<file path="config.mk">
export PLATFORM = sky130hd
export DESIGN_NAME = countdown_ctrl
export DESIGN_NICKNAME = d
export VERILOG_FILES = /design/src/rtl/countdown_ctrl.sv
export SDC_FILE = /design/constraint.sdc
export NUM_CORES = 1
export LEC_CHECK = 0
export ABC_AREA = 0
export BUFFER_PORTS_ARGS = -buffer_cell sky130_fd_sc_hd__buf_2
export CAP_MARGIN = 15
export CORE_AREA = 5 5 91 93
export CTS_CLUSTER_DIAMETER = 60
export DETAILED_ROUTE_END_ITERATION = 12
export DIE_AREA = 0 0 96 98
export HOLD_SLACK_MARGIN = 0.06
export REMOVE_ABC_BUFFERS = 1
export SKIP_CTS_REPAIR_TIMING = 1
export SLEW_MARGIN = 20
export SYNTH_ARGS = -nofsm -noshare
export SYNTH_HDL_FRONTEND = slang
export SYNTH_SLANG_ARGS = --single-unit
</file>
<file path="constraint.sdc">
create_clock -name clk -period 2.7 [get_ports clk]
set_input_delay 0 -clock clk [delete_from_list [all_inputs] [get_ports clk]]
set_output_delay 0 -clock clk [all_outputs]
set_load 0.005 [all_outputs]
</file>
<file path="src/rtl/countdown_ctrl.sv">
// MM:SS BCD countdown-timer controller: preset entry, run/pause/done sequencing, alarm.
// Optional COUNTDOWN_AUTO_RELOAD_EN: the count reloads the preset at 00:00 and keeps running.
module countdown_ctrl #(
  parameter int MAX_MIN     = 59,
  parameter int ALARM_TICKS = 10
) (
  input  logic       clk,
  input  logic       rst_n,
  input  logic       tick,
  input  logic       key_mode,
  input  logic       key_start,
  input  logic       key_inc,
  output logic [3:0] min_tens,
  output logic [3:0] min_ones,
  output logic [2:0] sec_tens,
  output logic [3:0] sec_ones,
  output logic [2:0] state,
  output logic       running,
  output logic       alarm,
  output logic       done
);

  typedef enum logic [2:0] {
    IDLE    = 3'd0,
    SET_MIN = 3'd1,
    SET_SEC = 3'd2,
    RUN     = 3'd3,
    PAUSE   = 3'd4,
    DONE    = 3'd5
  } state_t;

  localparam logic [3:0] MAX_MIN_T  = 4'(MAX_MIN / 10);
  localparam logic [3:0] MAX_MIN_O  = 4'(MAX_MIN % 10);
  localparam logic [7:0] ALARM_LAST = 8'(ALARM_TICKS - 1);

  state_t     st;
  logic [3:0] p_mt, p_mo, p_so;
  logic [2:0] p_st;
  logic [3:0] c_mt, c_mo, c_so;
  logic [2:0] c_st;
  logic [7:0] alarm_cnt;

  logic [3:0] d_mt, d_mo, d_so;
  logic [2:0] d_st;
  logic       preset_zero, count_zero, count_one;

  assign preset_zero = (p_mt == 4'd0) && (p_mo == 4'd0) && (p_st == 3'd0) && (p_so == 4'd0);
  assign count_zero  = (c_mt == 4'd0) && (c_mo == 4'd0) && (c_st == 3'd0) && (c_so == 4'd0);
  assign count_one   = (c_mt == 4'd0) && (c_mo == 4'd0) && (c_st == 3'd0) && (c_so == 4'd1);

  // BCD decrement with borrow ripple; only applied while the count is above 00:01.
  always_comb begin
    d_so = c_so - 4'd1;
    d_st = c_st;
    d_mo = c_mo;
    d_mt = c_mt;
    if (c_so == 4'd0) begin
      d_so = 4'd9;
      d_st = c_st - 3'd1;
      if (c_st == 3'd0) begin
        d_st = 3'd5;
        d_mo = c_mo - 4'd1;
        if (c_mo == 4'd0) begin
          d_mo = 4'd9;
          d_mt = c_mt - 4'd1;
        end
      end
    end
  end

  // Keys are single-cycle pulses; priority key_mode > key_start > key_inc, losers dropped.
  always_ff @(posedge clk) begin
    if (!rst_n) begin
      st        <= IDLE;
      p_mt      <= 4'd0;
      p_mo      <= 4'd0;
      p_st      <= 3'd0;
      p_so      <= 4'd0;
      c_mt      <= 4'd0;
      c_mo      <= 4'd0;
      c_st      <= 3'd0;
      c_so      <= 4'd0;
      alarm_cnt <= 8'd0;
      alarm     <= 1'b0;
      done      <= 1'b0;
    end else begin
      done <= 1'b0;
      case (st)
        IDLE: begin
          if (key_mode) begin
            st <= SET_MIN;
          end else if (key_start && !preset_zero) begin
            st   <= RUN;
            c_mt <= p_mt;
            c_mo <= p_mo;
            c_st <= p_st;
            c_so <= p_so;
          end
        end
        SET_MIN: begin
          if (key_mode) begin
            st <= SET_SEC;
          end else if (key_inc && !key_start) begin
            if (p_mt == MAX_MIN_T && p_mo == MAX_MIN_O) begin
              p_mt <= 4'd0;
              p_mo <= 4'd0;
            end else if (p_mo == 4'd9) begin
              p_mo <= 4'd0;
              p_mt <= p_mt + 4'd1;
            end else begin
              p_mo <= p_mo + 4'd1;
            end
          end
        end
        SET_SEC: begin
          if (key_mode) begin
            st <= IDLE;
          end else if (key_inc && !key_start) begin
            if (p_so == 4'd9) begin
              p_so <= 4'd0;
              p_st <= (p_st == 3'd5) ? 3'd0 : p_st + 3'd1;
            end else begin
              p_so <= p_so + 4'd1;
            end
          end
        end
        RUN: begin
          if (key_mode) begin
            st   <= IDLE;
            c_mt <= p_mt;
            c_mo <= p_mo;
            c_st <= p_st;
            c_so <= p_so;
          end else if (key_start) begin
            st <= PAUSE;
          end else if (tick) begin
            if (count_one) begin
              done <= 1'b1;
`ifdef COUNTDOWN_AUTO_RELOAD_EN
              c_mt <= p_mt;
              c_mo <= p_mo;
              c_st <= p_st;
              c_so <= p_so;
`else
              c_so  <= 4'd0;
              st    <= DONE;
              alarm <= 1'b1;
`endif
            end else if (!count_zero) begin
              c_mt <= d_mt;
              c_mo <= d_mo;
              c_st <= d_st;
              c_so <= d_so;
            end
          end
        end
        PAUSE: begin
          if (key_mode) begin
            st   <= IDLE;
            c_mt <= p_mt;
            c_mo <= p_mo;
            c_st <= p_st;
            c_so <= p_so;
          end else if (key_start) begin
            st <= RUN;
          end
        end
        DONE: begin
          if (key_mode || key_start || (tick && alarm_cnt == ALARM_LAST)) begin
            st        <= IDLE;
            alarm     <= 1'b0;
            alarm_cnt <= 8'd0;
          end else if (tick) begin
            alarm_cnt <= alarm_cnt + 8'd1;
          end
        end
        default: st <= IDLE;
      endcase
    end
  end

  logic show_count;
  assign show_count = (st == RUN) || (st == PAUSE) || (st == DONE);
  assign min_tens   = show_count ? c_mt : p_mt;
  assign min_ones   = show_count ? c_mo : p_mo;
  assign sec_tens   = show_count ? c_st : p_st;
  assign sec_ones   = show_count ? c_so : p_so;
  assign state      = st;
  assign running    = (st == RUN);

endmodule

</file>
# Yosys cells after proc, flatten, opt, wreduce, memory -nomap -nowiden
# Cells that the tools add are included.
[word_totals]
reg_bits = 43
inputBits = 6
word_cells = 176
out_inout_bits = 21
[op_classes]
bitwise_logic = 4
n_addsub = 9
n_eq_ne = 33
n_reduce_logical = 42
mux = 76
[op_table]
columns = ["op", "count"]
rows = [
  ["$mux W4", 39],
  ["$mux W3", 23],
  ["$pmux W4 S3", 3],
  ["$logic_not A4 Y1", 6],
  ["$ne A2 B2 Y1 const B", 9],
  ["$ne A3 B3 Y1 const B", 6],
  ["$pmux W3 S6", 1],
  ["$mux W8", 2],
  ["$reduce_and A7 Y1", 2],
  ["$add A4 B1 Y4 const B", 3],
  ["$sub A4 B1 Y4 const B", 3],
  ["$logic_and A1 B1 Y1", 11],
  ["$reduce_and A11 Y1", 1],
  ["$reduce_and A10 Y1", 1],
  ["$eq A3 B3 Y1 const B", 3],
  ["$logic_not A3 Y1", 3],
  ["$ne A3 B2 Y1 const B", 3],
  ["$pmux W3 S3", 1],
  ["$reduce_and A9 Y1", 1],
  ["$add A8 B1 Y8 const B", 1],
  ["$eq A4 B4 Y1 const B", 2],
  ["$eq A8 B4 Y1 const B", 1],
  ["$ne A4 B3 Y1 const B", 2],
  ["$reduce_and A4 Y1", 2],
  ["other kinds (19)", 35],
]

# Depth between registers and ports, before layout
[logic_depth]
word_depth = 10
ltp_mapped = 9

# Worst setup path after synthesis
# OpenSTA, ideal clock, no wires.
[synth_timing]
path_kind = "register to register"
start = "reg c_so[0]"
end = "reg c_st[0]"
slack_ps = 808
arrival_time_ps = 1816
setup_time_ps = 76
t_required_ps = 2624
path_buffers = 0
stages_incl_launch_ff = 8
path_cell_list = "dfxtp_1 inv_1 ha_1 or3b_1 a31oi_1 nor2_1 or4_1 a31oi_1"
[synth_between]
elab_chain_len = 4
word_cells_on_any_way = 8
classes_between = "eq/ne (4); reduce/logical (4)"
[synth_rtl]
columns = ["item", "line_no", "rtl"]
rows = [
  ["from (decl)", "39", "logic [3:0] c_mt, c_mo, c_so;"],
  ["from (signal assigned)", "97", "c_so <= p_so;"],
  ["from (signal assigned)", "133", "c_so <= p_so;"],
  ["from (signal assigned)", "153", "c_so <= d_so;"],
  ["$eq A4 B1 Y1 / $logic_not A4 Y1 (equally long branches)", "49, 48, 57", ""],
  ["$logic_and A1 B1 Y1, on equally long branches", "49, 48", ""],
  ["$ne A3 B3 Y1 (no source line)", "--", ""],
  ["$reduce_and A9 Y1 (no source line) (*)", "--", ""],
  ["to (signal assigned)", "96", "c_st <= p_st;"],
  ["to (signal assigned)", "132", "c_st <= p_st;"],
  ["to (signal assigned)", "152", "c_st <= d_st;"],
  ["to (decl)", "40", "logic [2:0] c_st;"],
]
# Mark *: on every way between the ends. The rest lies on a longest branch, timed or not.
# A chain may end at the register's enable or synchronous reset.

# Final worst setup path
[layout_timing]
start = "reg p_mt[1]"
end = "reg c_so[3]"
[layout_between]
elab_chain_len = 8
[layout_rtl]
columns = ["item", "line_no", "rtl"]
rows = [
  ["from (decl)", "37", "logic [3:0] p_mt, p_mo, p_so;"],
  ["from (signal assigned)", "109", "p_mt <= p_mt + 4'd1;"],
  ["$logic_not A4 Y1", "47", "assign preset_zero = (p_mt == 4'd0) && (p_mo == 4'd0) && (p_st == 3'd0) && (p_so == 4'd0);"],
  ["$logic_and A1 B1 Y1 (3 in a row)", "47", ""],
  ["$logic_not A1 Y1", "92", "end else if (key_start && !preset_zero) begin"],
  ["$logic_and A1 B1 Y1", "92", ""],
  ["$ne A2 B2 Y1 (no source line)", "--", ""],
  ["$reduce_and A7 Y1 (no source line)", "--", ""],
]
# No other way between the ends.

==> run metrics <==
main combinational cell family by area after synthesis=simple AND/OR/NAND/NOR gates; placed instance area=3080 um2; Slew Viols, Final=0; Avg Cell Area, Syn=about 8 um2; DR vias/cell=5.46; total of warnings raised by yosys=0; I/O pin count=27; Final ANT Viol Nets=0; Comb pwr share=18.2%; CP Class=flip-flop to flip-flop; non-filler cells, final=473; maximum number of pins on one net before global-route repair=29; Worst-Margin Slew=0.622 ns; status=complete, no violations; crit share post-route=83.6%; crit-path max FO=16; initial antenna violation count=0; final core utilization=a little over two fifths; All-Layer GR Usage=between 10% and 20%; setup TNS=0 ns; RSZ-0062 raised after global routing=no; layout cells sized above 1=19.1%; die width=~96 um; clock sinks=43; clk_skew=0.00812 ns; vias in the first global route=2455; VDD IR max=between 200 and 250 uV; Synth Area in Simple Gates=30.2%; Pleak=about 0.0012 uW; GP Congestion=around 0.86; Async SR Flop Fraction=0%; Arrival @ worst endpoint=2.47 ns; critical path's largest stage delay=0.47 ns; clk_lat worst skew=0.30 ns; mux share of post-synthesis cell area=6.13%; count of final setup violators=0; CTS tree=done; First-pass DRT Iterations=4; Post-Synthesis Cells=348; Max Clk Rate=443 MHz; PD cells=~420 nW/um2; cell chain of the critical path=inv_1 > ha_1 > nor4b_1 > nand4_1 > o32a_1 > and2_4 > a311oi_1; final hold viol count=0; Area contributors post-synth=dfxtp_1, nor2_1, mux2_2; HPWL after detailed placement=a little over 5000 um; clock tree buffer depth=2; slowest CP cell=o32a_1; Critical Path RT=2.91 ns; leading area contributor after synthesis=dfxtp_1; Synth Cell Area=2860 um2; die footprint=9410 um2; Post-synth EDFFs=0; XOR/XNOR Fraction of Synth Area=4.60%; Area Overhead vs Synth=10.9%; relative slew slack=between 50% and 60%; CTS Buf Count=5; fin area=roughly 3200 um2; pre-CTS setup slack=0.527 ns; Yosys cell types=72; Chip Height=around 100 um; clock share of power=31.0%; Sequential Power Share=50.8%; Buf/Inv on CP=1; total number of vias=2581; crit path time final=2.26 ns; Synth Area in Compound Gates=roughly a fifth; Post-Route WL=7200 um; dominant synthesized flop cell=dfxtp_1; post-synthesis sequential area ratio=30.1%; # DRC=0; Net count, final=385; share of the synthesized area in the top cell type=a little under a third; port bufs=26; wire per inst=15.2 um; Hold WC Path Type=input port to flip-flop; starting density of the core=38.4%; flops & latches, synth=43; clock root cell=clkbuf_8; Setup crit end kind=flip-flop; ANT cells=0; switch share=30.2%; count leader, synth=dfxtp_1; final worst-path setup slack=0.442 ns; Core Footprint=about 7400 um2; Max Cap Viol=0; Internal=about 930 uW; area share of fa/ha/maj cells after synthesis=3.94%; Iteration-0 DRC Markers=145; global route overflow=0; most frequent cells after synthesis=dfxtp_1, nor2_1, nand2_1; crit path launch type=flip-flop; clock slew at reported path FFs=0.09 ns; Rows=32; placed cell count=~460; CP delay by family, top=simple AND/OR/NAND/NOR gates; total net switching power=403 uW; H-tree depth=2; global-route wire length before repair=around 12000 um
## power groups by stage
stage	clock network [uW]	registers, uW	logic, uW
floorplan	0	688	158
global route	455	681	266
CTS	428	676	241
finish	413	677	243
global placement	0	691	238
detailed placement	0	691	240
## worst min-delay path: cells and delay by family
kind,cells,cell delay (ns)
buf+inv,1,0.13
simple gates,3,0.27
## through the flow
step / power, uW / hold WS [ns]
2_1_floorplan: 846 / 0.118
5_1_grt: 1400 / 0.148
6_report: 1330 / 0.129
3_3_place_gp: 929 / 0.379
3_5_place_dp: 931 / 0.380
4_1_cts: 1350 / 0.0580
## path summary, 6_finish.rpt
check	slack [ns]	startpoint	depth (start not counted)	to
setup reg to reg	0.44	p_mt[1]$_SDFFE_PN0P_	7	c_so[3]$_SDFFE_PN0P_
hold / removal	0.13	tick	4	done$_SDFF_PP0_
setup / recovery	0.44	p_mt[1]$_SDFFE_PN0P_	7	c_so[3]$_SDFFE_PN0P_
hold reg to reg	0.46	alarm$_SDFFE_PN0P_	2	alarm$_SDFFE_PN0P_
## state kept, by name, summed over array words and instances, names as in the netlist
name,cells
c_st,3
alarm_cnt,8
p_so,4
c_mo,4
p_mo,4
p_mt,4
alarm,1
state,3
c_mt,4
done,1
c_so,4
p_st,3
## cells by family (layout without fill, tap and decap cells)
kind of cell	after synthesis	in the layout
AO/OA/AOI/OAI	83	83
flip-flops	43	43
buffers and inverters	34	57
XOR/XNOR	15	15
adder cells (fa/ha/maj)	9	9
AND/OR/NAND/NOR	148	148
multiplexers	16	16
## layout by cell type (no fill, tap or decap), drive strengths merged, types with 3 or more instances in the layout
cell type / n
a211oi: 4
a21oi: 25
a311oi: 4
a31oi: 5
and2: 3
and3: 4
buf: 33
clkbuf: 6
dfxtp: 43
ha: 9
inv: 14
mux2: 12
mux2i: 4
nand2: 28
nand2b: 3
nand3: 15
nand4: 8
nor2: 39
nor2b: 9
nor3: 7
nor3b: 6
nor4: 4
nor4b: 4
o21a: 3
o21ai: 15
o31ai: 5
or3: 4
xnor2: 5
xor2: 10
## area by class of cell
| cell class | instances | area (um2) |
|---|---|---|
| Timing Repair Buffer | 34 | 193 |
| Clock buffer | 6 | 72.6 |
| Tap cell | 102 | 128 |
| Sequential cell | 43 | 861 |
| Fill cell | 779 | 4280 |
| Inverter | 15 | 56.3 |
| Multi-Input combinational cell | 271 | 1850 |
| Clock inverter | 2 | 12.5 |
## metal layers
| metal | part of all wire, % | global-route usage [%] | up-vias |
|---|---|---|---|
| li1 | - | - | 1311 |
| met1 | 47 | 21.9 | 1206 |
| met2 | 46 | 24.2 | 54 |
| met3 | 5.7 | 3.08 | 10 |
| met4 | 1.6 | 5.47 | 0 |
| met5 | 0 | 0 | - |
(Power assumes the default switching activity.)
